## src/rtl/drive_sequencer_pkg.sv

```systemverilog
// Shared types for the line-follower run-mode controller.
// Build option: DRIVE_SEQ_DEBOUNCE_EN enables sensor debounce.
package drive_pkg;

  typedef enum logic [2:0] {
    IDLE   = 3'd0,
    RAMP   = 3'd1,
    FOLLOW = 3'd2,
    SEARCH = 3'd3,
    HALT   = 3'd4
  } state_t;

  typedef enum logic {
    LEFT  = 1'b0,
    RIGHT = 1'b1
  } side_t;

  localparam int DEBOUNCE_CYCLES = 16;

endpackage

```

## src/rtl/drive_sequencer_if.sv

```systemverilog
// Operator, sensor and motor-command bundle of the drive sequencer.
// The master drives commands and sensors; the slave is the sequencer.
interface drive_sequencer_if;

  logic       start;
  logic       stop;
  logic [1:0] ir_sensor_data;
  logic [7:0] duty_left;
  logic [7:0] duty_right;
  logic [2:0] run_state;
  logic       fault;

  modport master (
    output start, stop, ir_sensor_data,
    input  duty_left, duty_right, run_state, fault
  );

  modport slave (
    input  start, stop, ir_sensor_data,
    output duty_left, duty_right, run_state, fault
  );

endinterface

```

## src/rtl/duty_slew.sv

```systemverilog
// Slew-limited duty register: steps toward target on each tick,
// never overshoots, and drops straight to zero on force_zero.
module duty_slew #(
  parameter int STEP = 4
) (
  input  logic       clk,
  input  logic       reset,
  input  logic [7:0] target,
  input  logic       tick,
  input  logic       force_zero,
  output logic [7:0] duty
);

  localparam logic [7:0] S = 8'(STEP);

  logic [7:0] duty_n;

  always_comb begin
    duty_n = duty;
    if (target > duty) begin
      duty_n = (target - duty > S) ? duty + S : target;
    end else if (target < duty) begin
      duty_n = (duty - target > S) ? duty - S : target;
    end
  end

  always_ff @(posedge clk) begin
    if (reset) begin
      duty <= '0;
    end else if (force_zero) begin
      duty <= '0;
    end else if (tick) begin
      duty <= duty_n;
    end
  end

endmodule

```

## src/rtl/drive_sequencer.sv

```systemverilog
// Run-mode controller: idle, soft start, follow, search, fault halt.
// Build option: DRIVE_SEQ_DEBOUNCE_EN enables sensor debounce.
module drive_sequencer
  import drive_pkg::*;
#(
  parameter int CRUISE_DUTY  = 200,
  parameter int TURN_DUTY    = 80,
  parameter int SEARCH_DUTY  = 120,
  parameter int RAMP_STEP    = 4,
  parameter int RAMP_DIV     = 1000,
  parameter int LOST_TIMEOUT = 50000
) (
  input logic              clk,
  input logic              reset,
  drive_sequencer_if.slave bus
);

  localparam int PW = (RAMP_DIV > 1) ? $clog2(RAMP_DIV) : 1;
  localparam int TW = $clog2(LOST_TIMEOUT + 1);
  localparam logic [7:0] CR = 8'(CRUISE_DUTY);
  localparam logic [7:0] TU = 8'(TURN_DUTY);
  localparam logic [7:0] SE = 8'(SEARCH_DUTY);

  logic [1:0]    ir_s1, ir_s2, ir_dec;
  state_t        state, state_n;
  side_t         side, side_n;
  logic          flt, flt_n;
  logic [TW-1:0] tmr, tmr_n;
  logic [PW-1:0] pre;
  logic          tick, force_zero;
  logic [7:0]    tgt_l, tgt_r, duty_l, duty_r;

  always_ff @(posedge clk) begin
    if (reset) begin
      ir_s1 <= '0;
      ir_s2 <= '0;
    end else begin
      ir_s1 <= bus.ir_sensor_data;
      ir_s2 <= ir_s1;
    end
  end

`ifdef DRIVE_SEQ_DEBOUNCE_EN
  localparam int DW = $clog2(DEBOUNCE_CYCLES);
  logic [1:0]    cand, acc;
  logic [DW-1:0] db_cnt;

  always_ff @(posedge clk) begin
    if (reset) begin
      cand   <= '0;
      acc    <= '0;
      db_cnt <= '0;
    end else if (ir_s2 != cand) begin
      cand   <= ir_s2;
      db_cnt <= '0;
    end else if (db_cnt == DW'(DEBOUNCE_CYCLES - 1)) begin
      acc <= cand;
    end else begin
      db_cnt <= db_cnt + 1'b1;
    end
  end

  assign ir_dec = acc;
`else
  assign ir_dec = ir_s2;
`endif

  assign tick = (pre == PW'(RAMP_DIV - 1));

  always_ff @(posedge clk) begin
    if (reset) pre <= '0;
    else pre <= tick ? '0 : pre + 1'b1;
  end

  always_comb begin
    tgt_l = '0;
    tgt_r = '0;
    unique case (state)
      RAMP: begin
        tgt_l = CR;
        tgt_r = CR;
      end
      FOLLOW: begin
        tgt_l = (ir_dec == 2'b10) ? TU : CR;
        tgt_r = (ir_dec == 2'b01) ? TU : CR;
      end
      SEARCH: begin
        tgt_l = (side == LEFT) ? 8'd0 : SE;
        tgt_r = (side == LEFT) ? SE : 8'd0;
      end
      default: ;
    endcase
  end

  // Stop outranks start, so a simultaneous pair lands in IDLE.
  always_comb begin
    state_n    = state;
    side_n     = side;
    flt_n      = flt;
    force_zero = 1'b0;
    if (state == FOLLOW && ir_dec == 2'b10) side_n = LEFT;
    if (state == FOLLOW && ir_dec == 2'b01) side_n = RIGHT;
    if (bus.stop) begin
      state_n    = IDLE;
      force_zero = 1'b1;
    end else if (bus.start && (state == IDLE || state == HALT)) begin
      state_n = RAMP;
      flt_n   = 1'b0;
    end else if (state == RAMP && duty_l == CR && duty_r == CR) begin
      state_n = FOLLOW;
    end else if (state == FOLLOW && ir_dec == 2'b00) begin
      state_n = SEARCH;
    end else if (state == SEARCH && ir_dec != 2'b00) begin
      state_n = FOLLOW;
    end else if (state == SEARCH && tmr == TW'(LOST_TIMEOUT - 1)) begin
      state_n    = HALT;
      flt_n      = 1'b1;
      force_zero = 1'b1;
    end
    tmr_n = '0;
    if (state == SEARCH && state_n == SEARCH) tmr_n = tmr + 1'b1;
  end

  always_ff @(posedge clk) begin
    if (reset) begin
      state <= IDLE;
      side  <= LEFT;
      flt   <= 1'b0;
      tmr   <= '0;
    end else begin
      state <= state_n;
      side  <= side_n;
      flt   <= flt_n;
      tmr   <= tmr_n;
    end
  end

  duty_slew #(.STEP(RAMP_STEP)) u_left (
    .clk        (clk),
    .reset      (reset),
    .target     (tgt_l),
    .tick       (tick),
    .force_zero (force_zero),
    .duty       (duty_l)
  );

  duty_slew #(.STEP(RAMP_STEP)) u_right (
    .clk        (clk),
    .reset      (reset),
    .target     (tgt_r),
    .tick       (tick),
    .force_zero (force_zero),
    .duty       (duty_r)
  );

  assign bus.duty_left  = duty_l;
  assign bus.duty_right = duty_r;
  assign bus.run_state  = state;
  assign bus.fault      = flt;

endmodule

```

## src/flat_wrapper.sv

```systemverilog
// flat-port wrapper written by rule: the top's interface ports become plain ports
module drive_sequencer_flat import drive_pkg::*;
#(
  parameter int CRUISE_DUTY  = 200,
  parameter int TURN_DUTY    = 80,
  parameter int SEARCH_DUTY  = 120,
  parameter int RAMP_STEP    = 4,
  parameter int RAMP_DIV     = 1000,
  parameter int LOST_TIMEOUT = 50000
)
  (clk, reset, bus_start, bus_stop, bus_ir_sensor_data, bus_duty_left, bus_duty_right, bus_run_state, bus_fault);
  drive_sequencer_if bus_i ();
  input logic clk;
  input logic reset;
  input wire logic [$bits(bus_i.start)-1:0] bus_start;
  input wire logic [$bits(bus_i.stop)-1:0] bus_stop;
  input wire logic [$bits(bus_i.ir_sensor_data)-1:0] bus_ir_sensor_data;
  output wire logic [$bits(bus_i.duty_left)-1:0] bus_duty_left;
  output wire logic [$bits(bus_i.duty_right)-1:0] bus_duty_right;
  output wire logic [$bits(bus_i.run_state)-1:0] bus_run_state;
  output wire logic [$bits(bus_i.fault)-1:0] bus_fault;
  assign bus_i.start = bus_start;
  assign bus_i.stop = bus_stop;
  assign bus_i.ir_sensor_data = bus_ir_sensor_data;
  assign bus_duty_left = bus_i.duty_left;
  assign bus_duty_right = bus_i.duty_right;
  assign bus_run_state = bus_i.run_state;
  assign bus_fault = bus_i.fault;
  drive_sequencer #(.CRUISE_DUTY(CRUISE_DUTY), .TURN_DUTY(TURN_DUTY), .SEARCH_DUTY(SEARCH_DUTY), .RAMP_STEP(RAMP_STEP), .RAMP_DIV(RAMP_DIV), .LOST_TIMEOUT(LOST_TIMEOUT)) u_core (.clk(clk), .reset(reset), .bus(bus_i));
endmodule
```

## config.mk

```make
export PLATFORM = sky130hd
export DESIGN_NAME = drive_sequencer_flat
export DESIGN_NICKNAME = d
export VERILOG_FILES = /design/src/rtl/drive_sequencer_pkg.sv /design/src/rtl/drive_sequencer_if.sv /design/src/rtl/duty_slew.sv /design/src/rtl/drive_sequencer.sv /design/src/flat_wrapper.sv
export SDC_FILE = /design/constraint.sdc
export NUM_CORES = 1
export LEC_CHECK = 0
export CAP_MARGIN = 10
export CORE_MARGIN = 4
export CORE_UTILIZATION = 25
export DETAILED_ROUTE_END_ITERATION = 6
export GPL_TIMING_DRIVEN = 0
export SYNTH_ARGS = -nofsm -noshare
export SYNTH_HDL_FRONTEND = slang
export SYNTH_HIERARCHICAL = 1
export SYNTH_SLANG_ARGS = --single-unit
```

## constraint.sdc

```tcl
create_clock -name clk -period 7.6 [get_ports clk]
set_clock_uncertainty 0.1 [all_clocks]
set_input_delay 1.52 -clock clk [delete_from_list [all_inputs] [get_ports clk]]
set_output_delay 1.52 -clock clk [all_outputs]
set_load 0.02 [all_outputs]
```

==> flow_metrics.env <==
export IMPL_synth_top_family_by_area="simple AND/OR/NAND/NOR gates"
export IMPL_ioPinCount=26
export IMPL_grt_max_degree=15
export IMPL_critPathLaunch="u_core/bus.run_state[0]"
export IMPL_reg2reg_depth=15
export IMPL_core_area_um2=18000
export IMPL_cts_clk_slew_worst_paths_ns=0.06
export IMPL_initial_core_util_pct=25.4
export IMPL_finalCriticalPeriod_ns=3.89
export IMPL_hold_viol_final=0
export IMPL_grt_pass1_wl_um=18900
export IMPL_crit_chain="buf_2 -> nor3b_1 -> a21o_1 -> nand2b_1 -> inv_1 -> ha_1 -> buf_6 -> nand3_1 -> a211oi_1 -> mux2_1 -> a211o_1 -> nor3_4 -> nor2_1 -> a221oi_1 -> a21oi_1"
export IMPL_outcome="completed"
export IMPL_numCtsBuffers=5
export IMPL_worstPathRequired_ns=7.67
export IMPL_finish_net_count=665
export IMPL_ant_nets=0
export IMPL_ys_ff_latch=51
export IMPL_antenna_cells=0
export IMPL_setup_viol=0
export IMPL_hold_start="u_core/ir_s1[0]"
export IMPL_layout_common_cells="68 x nor2_1, 51 x dfxtp_1, 43 x inv_1"
export IMPL_post_cts_buffers=0
export IMPL_clk_latency_ns=0.29
export IMPL_layout_commonest_cell="nor2_1"
export IMPL_min_path_type="reg -> reg"
export IMPL_die_h_um=143
export IMPL_synth_avg_cell_area_um2=7.94
export IMPL_wl_per_cell_um=12.9
export IMPL_rr_startpoint="u_core/bus.run_state[0]"
export IMPL_rsz0062_at_grt="false"
export IMPL_drive_gt1_share_pct=9.32
export IMPL_hpwl_um=8720
export IMPL_clock_fmax_mhz=257
export IMPL_cts_tree="yes"
export IMPL_yosysWarnings=6
export IMPL_maxSlewViolCount=0
export IMPL_cap_violations=0
export IMPL_synth_edf_count=0
export IMPL_antenna_found_initial=0
export IMPL_synth_fa_ha_area_share_pct=10.8
export IMPL_cts_htree_levels=2
export IMPL_cts_root_buf="clkbuf_16"
export IMPL_synthArstFlopShare_pct=0
export IMPL_ys_flop_type="dfxtp_1"
export IMPL_tightest_slew_ns=0.661
export IMPL_vias_per_cell=4.77
export IMPL_syn_cell_area_um2=4560
export IMPL_cpLargestDelayFamily="compound AO/OA/AOI/OAI gates"
export IMPL_die_w_um=143
export IMPL_cts_buffer_depth=2
export IMPL_first_iter_violations=286
export IMPL_rows=49
export IMPL_cts_sinks=51
export IMPL_crit_fanout=10
export IMPL_dr_pass1_iters=5
export IMPL_drc=0
export IMPL_cts_hold_fix_buffers=0
export IMPL_cp_end_kind="register"
export IMPL_irDropWorstVdd_v=0.0000826
export IMPL_final_cell_area_um2=5310
export IMPL_cp_slowest_cell="nor3b_1"
export IMPL_crit_buf_inv=3
export IMPL_rr_endpoint="u_core/u_left/duty[5]"
export IMPL_area_growth_pct=16.4
export IMPL_synth_seq_area_share_pct=22.4
export IMPL_fin_setup_tns_ns=0
export IMPL_synth_simple_area_share_pct=29.2
export IMPL_finalCritPeriodShare_pct=51.2
export IMPL_synth_compound_area_share_pct=22.6
export IMPL_totalWireLength_um=11000
export IMPL_p_per_area_nw_per_um2=117
export IMPL_synth_xor_area_share_pct=6.92
export IMPL_dieArea_um2=20500
export IMPL_postCtsResizedCells=0
export IMPL_vias=4062
export IMPL_gp_congestion=0.866
export IMPL_io_buffers=25
export IMPL_fill_cells=1938
export IMPL_critPathMaxStageDelay_ns=0.40
export IMPL_place_area_um2=5150
export IMPL_cp_start_kind="register"
export IMPL_synth_area_mux_share_pct=2.03
export IMPL_overflow=0
export IMPL_leakage_nw=2.00
export IMPL_crit_arrival_ns=3.96
export IMPL_relSlewSlack_pct=55.6
export IMPL_syn_inst=574
export IMPL_critPathKind="reg -> reg"
export IMPL_grt_total_usage_pct=11.0
export IMPL_crit_path_end="u_core/u_left/duty[5]"
export IMPL_critical_path_cell_count=15
export IMPL_synth_cell_type_count=73
export IMPL_grt_pass1_vias=3893
export IMPL_reg2reg_slack_ns=3.71
synthesized netlist by cell type (7+ instances only):
| cell type | n | area [µm²] |
|---|---|---|
| nor2_1 | 68 | 255 |
| dfxtp_1 | 51 | 1020 |
| inv_1 | 43 | 161 |
| ha_1 | 36 | 450 |
| nand2_1 | 36 | 135 |
| nand3_1 | 30 | 150 |
| a21oi_1 | 28 | 140 |
| o21ai_0 | 24 | 120 |
| xnor2_1 | 24 | 210 |
| nor2b_1 | 18 | 113 |
| nor3_1 | 18 | 90.1 |
| nand2b_1 | 13 | 81.3 |
| xor2_1 | 12 | 105 |
| a21o_1 | 11 | 82.6 |
| nand4_1 | 10 | 62.6 |
| o211ai_1 | 8 | 60.1 |
| a31oi_1 | 7 | 43.8 |
layout make-up:
| cell class | count | area, µm² | area share, % |
|---|---|---|---|
| Tap cell | 229 | 287 | 5.40 |
| Multi-Input combinational cell | 479 | 3320 | 62.6 |
| Timing Repair Buffer | 25 | 250 | 4.71 |
| Buffer | 16 | 110 | 2.07 |
| Clock buffer | 8 | 156 | 2.95 |
| Sequential cell | 51 | 1020 | 19.2 |
| Inverter | 43 | 161 | 3.04 |
worst min path at each step:
| stage | slack (ns) | cells past startpoint | to |
|---|---|---|---|
| 2_1_floorplan | 0.31 | 1 | u_core/ir_dec[0] |
| 3_3_place_gp | 0.32 | 1 | u_core/ir_dec[0] |
| 3_5_place_dp | 0.32 | 1 | u_core/ir_dec[0] |
| 4_1_cts | 0.34 | 1 | u_core/ir_dec[0] |
| 5_1_grt | 0.36 | 1 | u_core/ir_dec[1] |
| 6_report | 0.34 | 1 | u_core/ir_dec[0] |
flip-flops by register name, indices dropped and copies added (netlist names):
| signal | cells |
|---|---|
| u_core/pre | 10 |
| u_core/tmr | 16 |
| u_core/ir_s1 | 2 |
| u_core/bus.run_state | 3 |
| u_core/side | 1 |
| u_core/bus.fault | 1 |
| u_core/u_left/duty | 8 |
| u_core/u_right/duty | 8 |
| u_core/ir_dec | 2 |
power breakdown:
| group | switching, mW | internal, mW | leakage [nW] |
|---|---|---|---|
| Combinational | 0.0708 | 0.0484 | 1.51 |
| Clock | 0.0909 | 0.140 | 0.0772 |
| Sequential | 0.00219 | 0.270 | 0.412 |
metal layers:
metal / vias up / share of wire (%) / track usage [%]
met5: - / 0 / 0
met1: 1875 / 50 / 15.1
met2: 66 / 46 / 18.2
met3: 10 / 2.8 / 1.54
li1: 2111 / - / -
met4: 0 / 1.0 / 2.50
cells by family after synthesis:
kind of cell    after synthesis
compound gates              134
xor+xnor                     36
fa+ha+maj                    38
buf+inv                      59
flops                        51
mux                           8
other cells                   1
simple gates                247
stage by stage:
step | power [mW] | hold WS [ns] | utilization (%) | setup slack, ns | cells
4_1_cts | 0.630 | 0.339 | 29.6 | 3.69 | 851
5_1_grt | 0.656 | 0.363 | 29.6 | 3.41 | 851
2_1_floorplan | 0.373 | 0.314 | - | 4.06 | 589
6_report | 0.623 | 0.340 | 29.6 | 3.71 | 851
3_5_place_dp | 0.395 | 0.323 | 28.7 | 3.73 | 843
3_3_place_gp | 0.395 | 0.318 | 28.7 | 3.72 | 843
worst reg2reg max path, stage by stage (launching register included):
cell      delay, ns
dfxtp_1        0.32
buf_2          0.19
nor3b_1        0.40
a21o_1         0.21
nand2b_1       0.18
inv_1          0.10
ha_1           0.30
buf_6          0.14
nand3_1        0.13
a211oi_1       0.25
mux2_1         0.35
a211o_1        0.30
nor3_4         0.21
nor2_1         0.18
a221oi_1       0.32
a21oi_1        0.11
(Power assumes the default switching activity.)
